==> src/rtl/reg_bank_pkg.sv <==
// reg_bank_pkg: shared defaults and FSM state type for the arbitrated register bank
package reg_bank_pkg;
    localparam int NREQ_DEF = 4;
    localparam int AW_DEF = 3;
    localparam int DW_DEF = 8;
    typedef enum logic {IDLE, ACCESS} state_t;
endpackage

==> src/rtl/reg_bank.sv <==
// reg_bank: 2**AW x DW register file, one write port, combinational read and full-bank view
module reg_bank #(
    parameter int AW = 3,
    parameter int DW = 8
) (
    input  logic                   clk,
    input  logic                   rst_n,
    input  logic                   we,
    input  logic [AW-1:0]          waddr,
    input  logic [DW-1:0]          wdata,
    input  logic [AW-1:0]          raddr,
    output logic [DW-1:0]          rdata,
    output logic [(2**AW)*DW-1:0]  bank_q
);
    logic [DW-1:0] mem [2**AW];

    always_ff @(posedge clk or negedge rst_n) begin
        if (!rst_n)
            for (int k = 0; k < 2**AW; k++) mem[k] <= '0;
        else if (we)
            mem[waddr] <= wdata;
    end

    assign rdata = mem[raddr];

    for (genvar k = 0; k < 2**AW; k++) begin : g_view
        assign bank_q[k*DW +: DW] = mem[k];
    end
endmodule

==> src/rtl/reg_bank_arbiter.sv <==
// reg_bank_arbiter: round-robin arbitration of NREQ requesters onto a shared register bank
module reg_bank_arbiter
    import reg_bank_pkg::*;
#(
    parameter int NREQ = NREQ_DEF,
    parameter int AW = AW_DEF,
    parameter int DW = DW_DEF
) (
    input  logic                   clk,
    input  logic                   rst_n,
    input  logic [NREQ-1:0]        req,
    input  logic [NREQ-1:0]        we,
    input  logic [NREQ*AW-1:0]     addr,
    input  logic [NREQ*DW-1:0]     wdata,
    output logic [NREQ-1:0]        gnt,
    output logic                   ack,
    output logic [DW-1:0]          rdata,
    output logic [(2**AW)*DW-1:0]  bank_q
);
    localparam int PW = NREQ > 1 ? $clog2(NREQ) : 1;

    state_t        state;
    logic [PW-1:0] ptr, cur, pick;
    logic          any, hit;
    logic [AW-1:0] a;
    logic [DW-1:0] wd, rd;

    // Descending scan so the requester closest to ptr is assigned last and wins
    always_comb begin
        any = 1'b0;
        pick = '0;
        for (int i = NREQ - 1; i >= 0; i--) begin
            if (req[PW'((int'(ptr) + i) % NREQ)]) begin
                any = 1'b1;
                pick = PW'((int'(ptr) + i) % NREQ);
            end
        end
    end

    assign hit = state == ACCESS && req[cur];
    assign a = addr[cur*AW +: AW];
    assign wd = wdata[cur*DW +: DW];

    reg_bank #(.AW(AW), .DW(DW)) u_bank (
        .clk    (clk),
        .rst_n  (rst_n),
        .we     (hit && we[cur]),
        .waddr  (a),
        .wdata  (wd),
        .raddr  (a),
        .rdata  (rd),
        .bank_q (bank_q)
    );

    always_ff @(posedge clk or negedge rst_n) begin
        if (!rst_n) begin
            state <= IDLE;
            ptr <= '0;
            cur <= '0;
            gnt <= '0;
            ack <= 1'b0;
            rdata <= '0;
        end else begin
            ack <= 1'b0;
            if (state == IDLE) begin
                if (any) begin
                    gnt <= NREQ'(1) << pick;
                    cur <= pick;
                    state <= ACCESS;
                end
            end else begin
                gnt <= '0;
                state <= IDLE;
                if (req[cur]) begin
                    ack <= 1'b1;
                    rdata <= we[cur] ? wd : rd;
                    ptr <= cur == PW'(NREQ - 1) ? '0 : cur + PW'(1);
                end
            end
        end
    end
endmodule

==> config.mk <==
export PLATFORM = sky130hd
export DESIGN_NAME = reg_bank_arbiter
export DESIGN_NICKNAME = d
export VERILOG_FILES = /design/src/rtl/reg_bank_pkg.sv /design/src/rtl/reg_bank.sv /design/src/rtl/reg_bank_arbiter.sv
export SDC_FILE = /design/constraint.sdc
export NUM_CORES = 1
export LEC_CHECK = 0
export BUFFER_PORTS_ARGS = -buffer_cell sky130_fd_sc_hd__buf_2
export CORE_AREA = 2 2 91 93
export CTS_CLUSTER_DIAMETER = 120
export DETAILED_ROUTE_END_ITERATION = 6
export DIE_AREA = 0 0 93 95
export HOLD_SLACK_MARGIN = 0.05
export MAX_ROUTING_LAYER = met4
export PLACE_DENSITY = 0.83
export RECOVER_POWER = 100
export SKIP_CTS_REPAIR_TIMING = 1
export SLEW_MARGIN = 10
export SYNTH_ARGS = -nofsm -noshare
export SYNTH_HDL_FRONTEND = slang
export SYNTH_SLANG_ARGS = --single-unit
==> constraint.sdc <==
create_clock -name clk -period 5 [get_ports clk]
set_input_delay 0.5 -clock clk [delete_from_list [all_inputs] [get_ports clk]]
set_output_delay 0.5 -clock clk [all_outputs]
set_load 0.01 [all_outputs]
==> implementation parameters, run 1 <==
Parameter                              Value

Status
  Outcome    complete, but fails checks
  Violations in the final reports    max-capacitance violations, max-slew violations

Min path
  Min-delay worst type    reg2reg
  WHS Path Cells    1

Synth
  Area of the mapped netlist    around 4200 um2
  Count of different cell masters after synthesis    52
  Top cell type's share of synthesized area    about half
  Post-synthesis area per instance    approximately 14 um2
  Simple-gate area share of the yosys netlist    about 7.5%
  Synth Area in Compound Gates    ~8.7%
  Count of flip-flops with a built-in enable after synthesis    0
  Sequential fraction of the synthesis area    48.9%
  Largest area contributor in the synthesized netlist    sky130_fd_sc_hd__dfrtp_1
  Xor/xnor share of the synthesized area    0%
  Total nets after synthesis    360
  Share of async-settable or async-resettable flops after synthesis    between 90% and 100%
  Combinational family with the most area after synthesis    multiplexers
  Synthesized instance count    305
  Proportion of synthesized area in mux cells    between 30% and 40%
  Main synth FF type    sky130_fd_sc_hd__dfrtp_1
  Adder and majority gate portion of the synthesized area    less than 1%
  Number of warnings reported in the yosys synthesis log    0
  Ranking of synthesized cells by area    sky130_fd_sc_hd__dfrtp_1 49%, sky130_fd_sc_hd__mux2_2 15%, sky130_fd_sc_hd__mux4_2 7.0%
  FF+latch count, synth    82

Place
  Place WS    roughly 1.8 ns
  Number of cells in the design after placement    roughly 530
  Port Buffers    130
  Area of placed instances    4870 um2
  Global placement routability congestion    between 0.8 and 0.9
  Detail Placement HPWL    about 8100 um

Worst setup path
  Delay contributed by the slowest stage of the critical path    0.95 ns
  Worst Setup Start Kind    flip-flop
  Worst endpoint required time    about 5.2 ns
  Worst Path Arrival    between 3 and 4 ns
  Standard cell with the maximum stage delay on the critical path    sky130_fd_sc_hd__nor2_1
  Kind of capture point of the worst setup path    flip-flop
  CP Depth    5
  Top cell family by delay on the critical path    simple AND/OR/NAND/NOR gates
  Critical path buffers and inverters    1
  Worst Path Class, Setup    reg2reg
  Maximum fanout along the worst path    11
  Crit path cell chain    clkbuf_1 -> mux4_2 -> nand3_1 -> nor2_1 -> mux2_2
  Number of cells traversed by the worst register-to-register path    5

Power
  Power Density    664 nW/um2
  Worst vdd rail ir drop    around 0.38 mV
  Leak    approximately 2.2 nW

Routing
  Drt first-iter violations    between 150 and 200
  Vias/cell    slightly below 6
  Per-cell routed wire length    roughly 21 um
  Post-detailed-routing wire length    11400 um
  First-pass iteration count of the detailed router    4
  Vias after detailed routing    roughly 3200
  Antenna violation net count after detailed routing    0
  DRC violations left    0

Flow run
  Max-cap violation count    1

Final layout
  Most common cell after layout, fill and taps aside    sky130_fd_sc_hd__dfrtp_1
  Synthesis-to-layout area growth    16.8%
  Area occupied by registers    2050 um2
  Share of post-route cells with drive strength above 1    33.4%
  Number of fill cells in the layout    ~670
  Final Instance Area    roughly 4900 um2
  Total number of nets in the final design    approximately 490
  Area of the multi-input gates    between 1500 and 2000 um2
  Number of antenna cells inserted    0
  Count of placed standard cells in the final layout, fillers left out    between 500 and 600
  Commonest cells after routing, fill and taps aside    82 x sky130_fd_sc_hd__dfrtp_1, 79 x sky130_fd_sc_hd__clkbuf_1, 55 x sky130_fd_sc_hd__mux2_2

Clocking
  CTS root buffer    sky130_fd_sc_hd__clkbuf_8
  Number of buffers added by the clock tree synthesis step    9
  Clock Pin Slew Worst Setup and Hold Paths    around 0.090 ns
  Number of levels the H-tree was split into    3
  Clock sink count    82
  Max clock buf depth    2
  Clock latency reported for the late side of the worst-skew pair    around 0.36 ns
  CTS tree    yes

STA
  Worst slack on hold paths    0.527 ns
  Count of final setup violators    0
  Max Transition Viols Final    83
  Setup Total Neg Slack    0 ns
  Final period demand of the worst path    ~3.7 ns
  Period utilisation layout    74.7%
  Worst relative slew slack    -31.8%
  Number of failing hold endpoints at the final stage    0
  Peak clock frequency supported by timing    268 MHz
  Setup repair after global routing missed its margin    false
  Post-route clock skew    0.0120 ns
  Fin worst setup slack    1.26 ns
  Actual slew at the worst max-slew pin    around 2 ns

Global routing
  Aggregate global routing overflow    0
  Overall routing resource usage    27.5%
  Wire length of the first global-routing pass    between 15000 and 20000 um
  Largest net degree at the start of global routing    83
  Number of global-route vias before repair    between 3000 and 4000
  Antenna violations before repair    0

Floorplanning
  Site row count    33
  Height of the chip    between 90 and 100 um
  Die Span X    about 93 um
  Top Ports    between 100 and 150
  Total die area    approximately 9000 um2
  Placeable Area    7930 um2
  Starting density of the core    about 53%
-- metrics by stage --
stage / power [mW] / utilization, %
after global routing: 3.45 / 61.8
after detailed placement: 2.91 / 61.4
final: 3.25 / 61.8
after floorplan: 2.35 / -
after global placement: 2.85 / 61.4
after CTS: 3.36 / 63.7
-- report_power, final --
group	internal, mW	switching (mW)	leakage, nW	total, mW
logic	0.680	0.874	1.07	1.55
clock network	0.198	0.253	0.0855	0.451
registers	0.958	0.289	1.04	1.25
total	1.84	1.42	2.19	3.25
-- sequential cells by signal, indices dropped and copies added (netlist names) --
signal / cells
gnt: 4
u_bank.bank_q: 64
ptr: 2
ack: 1
rdata: 8
state: 1
cur: 2
-- logic make-up after synthesis --
| logic type | Yosys count |
|---|---|
| compound gates | 49 |
| fa+ha+maj | 1 |
| buf+inv | 18 |
| flops | 82 |
| mux | 103 |
| simple gates | 52 |
-- final cells by class --
| cell class | count | share of cell area (%) |
|---|---|---|
| flip-flops and latches | 82 | 41.9 |
| inverters | 3 | 0.230 |
| clock inverters | 6 | 0.996 |
| repair buffers | 131 | 11.4 |
| well taps | 105 | 2.68 |
| multi-input cells | 205 | 40.0 |
| clock buffers | 10 | 2.81 |
-- worst paths after layout --
path | endpoint | slack [ns] | from
setup / recovery | u_bank.bank_q[31]$_DFFE_PN0P_ | 1.26 | cur[0]$_DFFE_PN0P_
hold / removal | u_bank.bank_q[11]$_DFFE_PN0P_ | 0.53 | u_bank.bank_q[11]$_DFFE_PN0P_
setup reg to reg | u_bank.bank_q[31]$_DFFE_PN0P_ | 1.26 | cur[0]$_DFFE_PN0P_
hold reg to reg | u_bank.bank_q[11]$_DFFE_PN0P_ | 0.53 | u_bank.bank_q[11]$_DFFE_PN0P_
max in group asynchronous | u_bank.bank_q[59]$_DFFE_PN0P_ | 3.14 | rst_n
min in group asynchronous | u_bank.bank_q[0]$_DFFE_PN0P_ | 0.65 | rst_n
-- cells in the mapped netlist, types with 6 or more instances --
master	instances
sky130_fd_sc_hd__dfrtp_1	82
sky130_fd_sc_hd__mux2_2	55
sky130_fd_sc_hd__mux2i_1	17
sky130_fd_sc_hd__mux4_2	13
sky130_fd_sc_hd__nand2_1	13
sky130_fd_sc_hd__mux2_1	9
sky130_fd_sc_hd__mux2_4	9
sky130_fd_sc_hd__a21oi_1	8
sky130_fd_sc_hd__a31oi_1	6
sky130_fd_sc_hd__buf_2	6
sky130_fd_sc_hd__buf_6	6
sky130_fd_sc_hd__nor2_1	6
sky130_fd_sc_hd__o22ai_1	6
-- routing by layer --
layer | global-route usage (%) | wire length [um] | vias to the layer above
met3 | 4.23 | 754 | 26
li1 | - | - | 1415
met4 | 13.8 | 319 | 0
met1 | 36.1 | 4740 | 1628
met2 | 42.0 | 5590 | 160
met5 | - | 0 | -
(Power assumes the default switching activity.)
==> run 2, diff against run 1 <==
- ABC_AREA: unset -> 1
- CORE_AREA: 2 2 91 93 -> 2 2 102 104
- DIE_AREA: 0 0 93 95 -> 0 0 104 106
- PLACE_DENSITY: 0.83 -> 0.76
- clock period: 5 -> 3.2 ns (I/O delays scaled with it)
==> implementation parameters, run 2 <==
Parameter                              Value

Synth
  Library cell with the highest instance count after synthesis    sky130_fd_sc_hd__nand2_1 (was sky130_fd_sc_hd__dfrtp_1)
  Ranking of synthesized cells by area    sky130_fd_sc_hd__dfrtp_1 44%, sky130_fd_sc_hd__nand2_1 21%, sky130_fd_sc_hd__a21oi_1 5.6% (was sky130_fd_sc_hd__dfrtp_1 49%, sky130_fd_sc_hd__mux2_2 15%, sky130_fd_sc_hd__mux4_2 7.0%)
  Count of flip-flops with a built-in enable after synthesis    0 (unchanged)
  Number of warnings reported in the yosys synthesis log    0 (unchanged)
  FF+latch count, synth    82 (unchanged)
  Largest area contributor in the synthesized netlist    sky130_fd_sc_hd__dfrtp_1 (unchanged)
  Area of the mapped netlist    4640 um2 (was 4190 um2)
  Synthesized instance count    626 (was 305)
  Sequential fraction of the synthesis area    44.2% (was 48.9%)
  Main synth FF type    sky130_fd_sc_hd__dfrtp_1 (unchanged)
  Post-synthesis area per instance    7.41 um2 (was 13.8 um2)
  Synth top cells by count    261 x sky130_fd_sc_hd__nand2_1, 82 x sky130_fd_sc_hd__dfrtp_1, 52 x sky130_fd_sc_hd__a21oi_1 (was 82 x sky130_fd_sc_hd__dfrtp_1, 55 x sky130_fd_sc_hd__mux2_2, 17 x sky130_fd_sc_hd__mux2i_1)
  Total nets after synthesis    681 (was 360)
  Top cell type's share of synthesized area    44.2% (was 48.9%)
  Share of async-settable or async-resettable flops after synthesis    100% (unchanged)
  Count of different cell masters after synthesis    33 (was 52)

Floorplanning
  Placeable Area    10000 um2 (was 7930 um2)
  Starting density of the core    46.4% (was 52.9%)
  Die Span X    104 um (was 93 um)
  Height of the chip    106 um (was 95 um)
  Top Ports    131 (unchanged)
  Site row count    37 (was 33)
  Total die area    11000 um2 (was 8840 um2)

Global routing
  Wire length of the first global-routing pass    21600 um (was 17400 um)
  Antenna violations before repair    0 (unchanged)
  Number of global-route vias before repair    4255 (was 3221)
  Overall routing resource usage    25.4% (was 27.5%)
  Largest net degree at the start of global routing    83 (unchanged)
  Aggregate global routing overflow    0 (unchanged)

Worst setup path
  Worst endpoint required time    3.44 ns (was 5.24 ns)
  Crit path cell chain    buf_4 -> a21oi_1 -> o21ai_0 -> a21oi_1 -> nand2_4 -> inv_1 -> nand2_1 -> nand2_1 -> o21ai_0 (was clkbuf_1 -> mux4_2 -> nand3_1 -> nor2_1 -> mux2_2)
  Standard cell with the maximum stage delay on the critical path    sky130_fd_sc_hd__a21oi_1 (was sky130_fd_sc_hd__nor2_1)
  Delay contributed by the slowest stage of the critical path    0.50 ns (was 0.95 ns)
  Worst Path Class, Setup    reg2reg (unchanged)
  Kind of capture point of the worst setup path    flip-flop (unchanged)
  Top cell family by delay on the critical path    compound AO/OA/AOI/OAI gates (was simple AND/OR/NAND/NOR gates)
  Worst Setup Start Kind    flip-flop (unchanged)
  Critical path buffers and inverters    2 (was 1)
  Maximum fanout along the worst path    22 (was 11)
  Worst Path Arrival    2.86 ns (was 3.98 ns)

STA
  Peak clock frequency supported by timing    381 MHz (was 268 MHz)
  Period utilisation layout    82.1% (was 74.7%)
  Worst relative slew slack    -34.4% (was -31.8%)
  Actual slew at the worst max-slew pin    2.02 ns (was 1.98 ns)
  Count of final setup violators    0 (unchanged)
  Setup Total Neg Slack    0 ns (unchanged)
  Max Transition Viols Final    83 (unchanged)
  Setup repair after global routing missed its margin    false (unchanged)
  Number of failing hold endpoints at the final stage    0 (unchanged)
  Final period demand of the worst path    2.63 ns (was 3.74 ns)
  Post-route clock skew    0.0108 ns (was 0.0120 ns)

Routing
  Drt first-iter violations    416 (was 198)
  Vias/cell    5.28 (was 5.96)
  First-pass iteration count of the detailed router    5 (was 4)
  Post-detailed-routing wire length    13500 um (was 11400 um)
  Antenna violation net count after detailed routing    0 (unchanged)
  DRC violations left    0 (unchanged)
  Per-cell routed wire length    15.4 um (was 21.0 um)
  Vias after detailed routing    4640 (was 3229)

Final layout
  Final Util    53.3% (was 61.8%)
  Area occupied by registers    2050 um2 (unchanged)
  Synthesis-to-layout area growth    14.8% (was 16.8%)
  Number of fill cells in the layout    1035 (was 672)
  Total number of nets in the final design    793 (was 487)
  Final Instance Area    5330 um2 (was 4900 um2)
  Commonest cells after routing, fill and taps aside    264 x sky130_fd_sc_hd__nand2_1, 82 x sky130_fd_sc_hd__dfrtp_1, 77 x sky130_fd_sc_hd__clkbuf_1 (was 82 x sky130_fd_sc_hd__dfrtp_1, 79 x sky130_fd_sc_hd__clkbuf_1, 55 x sky130_fd_sc_hd__mux2_2)
  Share of post-route cells with drive strength above 1    12.2% (was 33.4%)
  Flip-flop count of the largest register after layout    64 (unchanged)
  Number of antenna cells inserted    0 (unchanged)
  Most common cell after layout, fill and taps aside    sky130_fd_sc_hd__nand2_1 (was sky130_fd_sc_hd__dfrtp_1)
  Area of the multi-input gates    2160 um2 (was 1960 um2)

Clocking
  Number of levels the H-tree was split into    3 (unchanged)
  Clock Pin Slew Worst Setup and Hold Paths    0.09 ns (about the same)
  Number of buffers added by the clock tree synthesis step    9 (unchanged)
  Clock latency reported for the late side of the worst-skew pair    0.37 ns (was 0.36 ns)
  CTS tree    yes (unchanged)
  Max clock buf depth    2 (unchanged)
  CTS root buffer    sky130_fd_sc_hd__clkbuf_8 (unchanged)
  Clock sink count    82 (unchanged)

Power
  Leak    2.70 nW (was 2.19 nW)
  Worst vdd rail ir drop    0.403 mV (was 0.382 mV)
  Power Density    1170 nW/um2 (was 664 nW/um2)
  Final Total Pwr    6.24 mW (was 3.25 mW)

Place
  Detail Placement HPWL    9510 um (was 8070 um)
  Port Buffers    130 (unchanged)
  Area of placed instances    5250 um2 (was 4870 um2)
  Global placement routability congestion    0.880 (was 0.847)

Status
  Outcome    complete, but fails checks (unchanged)
  Violations in the final reports    max-capacitance violations, max-slew violations (unchanged)

Flow run
  Max-cap violation count    1 (unchanged)

Min path
  Min-delay worst type    in2reg (was reg2reg)
-- run 2: cells by family after synthesis --
logic type | after synthesis | share of synthesized area [%]
AND/OR/NAND/NOR | 366 | 33.4
AO/OA/AOI/OAI | 109 | 13.7
flip-flops | 82 | 44.2
buffers and inverters | 66 | 8.01
XOR/XNOR | 2 | 0.378
adder cells (fa/ha/maj) | 1 | 0.270
-- run 2: final timing paths --
kind	end	slack, ns	depth (start not counted)	startpoint
max in group asynchronous	ptr[0]$_DFFE_PN0P_	1.49	1	rst_n
min	u_bank.bank_q[14]$_DFFE_PN0P_	0.36	5	wdata[22]
max	u_bank.bank_q[47]$_DFFE_PN0P_	0.57	9	cur[0]$_DFFE_PN0P_
min reg2reg	rdata[4]$_DFFE_PN0P_	0.49	2	rdata[4]$_DFFE_PN0P_
max reg2reg	u_bank.bank_q[47]$_DFFE_PN0P_	0.57	9	cur[0]$_DFFE_PN0P_
min in group asynchronous	gnt[3]$_DFFE_PN0P_	0.48	1	rst_n
-- run 2: layout make-up --
type                       instances  share of cell area, %
clock buffer                       9                   2.33
clock inverter                     7                   1.90
inverter                          33                   2.42
multi-input combinational        478                   40.6
sequential                        82                   38.5
tap                              136                   3.20
timing repair buffer             134                   11.0
-- run 2: tightest hold or removal path: cells and delay by family --
kind / cells / cell delay, ns
buffers and inverters: 1 / 0.10
AO/OA/AOI/OAI: 2 / 0.14
AND/OR/NAND/NOR: 2 / 0.13
-- run 2: where the power goes --
part | switching (mW) | total [mW] | internal, mW | leakage (nW)
combinational | 2.38 | 3.42 | 1.04 | 1.57
clock | 0.408 | 0.854 | 0.446 | 0.111
sequential | 0.464 | 1.97 | 1.51 | 1.02
total | 3.26 | 6.24 | 2.99 | 2.70
-- run 2: metrics by stage --
step	std cells	setup WS [ns]	hold WS, ns
2_1_floorplan	626	1.44	0.0244
3_3_place_gp	863	0.844	0.467
3_5_place_dp	863	0.792	0.463
4_1_cts	879	0.761	0.161
5_1_grt	879	0.375	0.367
6_report	879	0.574	0.360
-- run 2: metal layers --
layer | GRT usage [%] | part of all wire (%)
met4 | 8.30 | 2.1
met2 | 39.2 | 46
met3 | 4.78 | 6.1
met1 | 34.2 | 46
met5 | - | 0
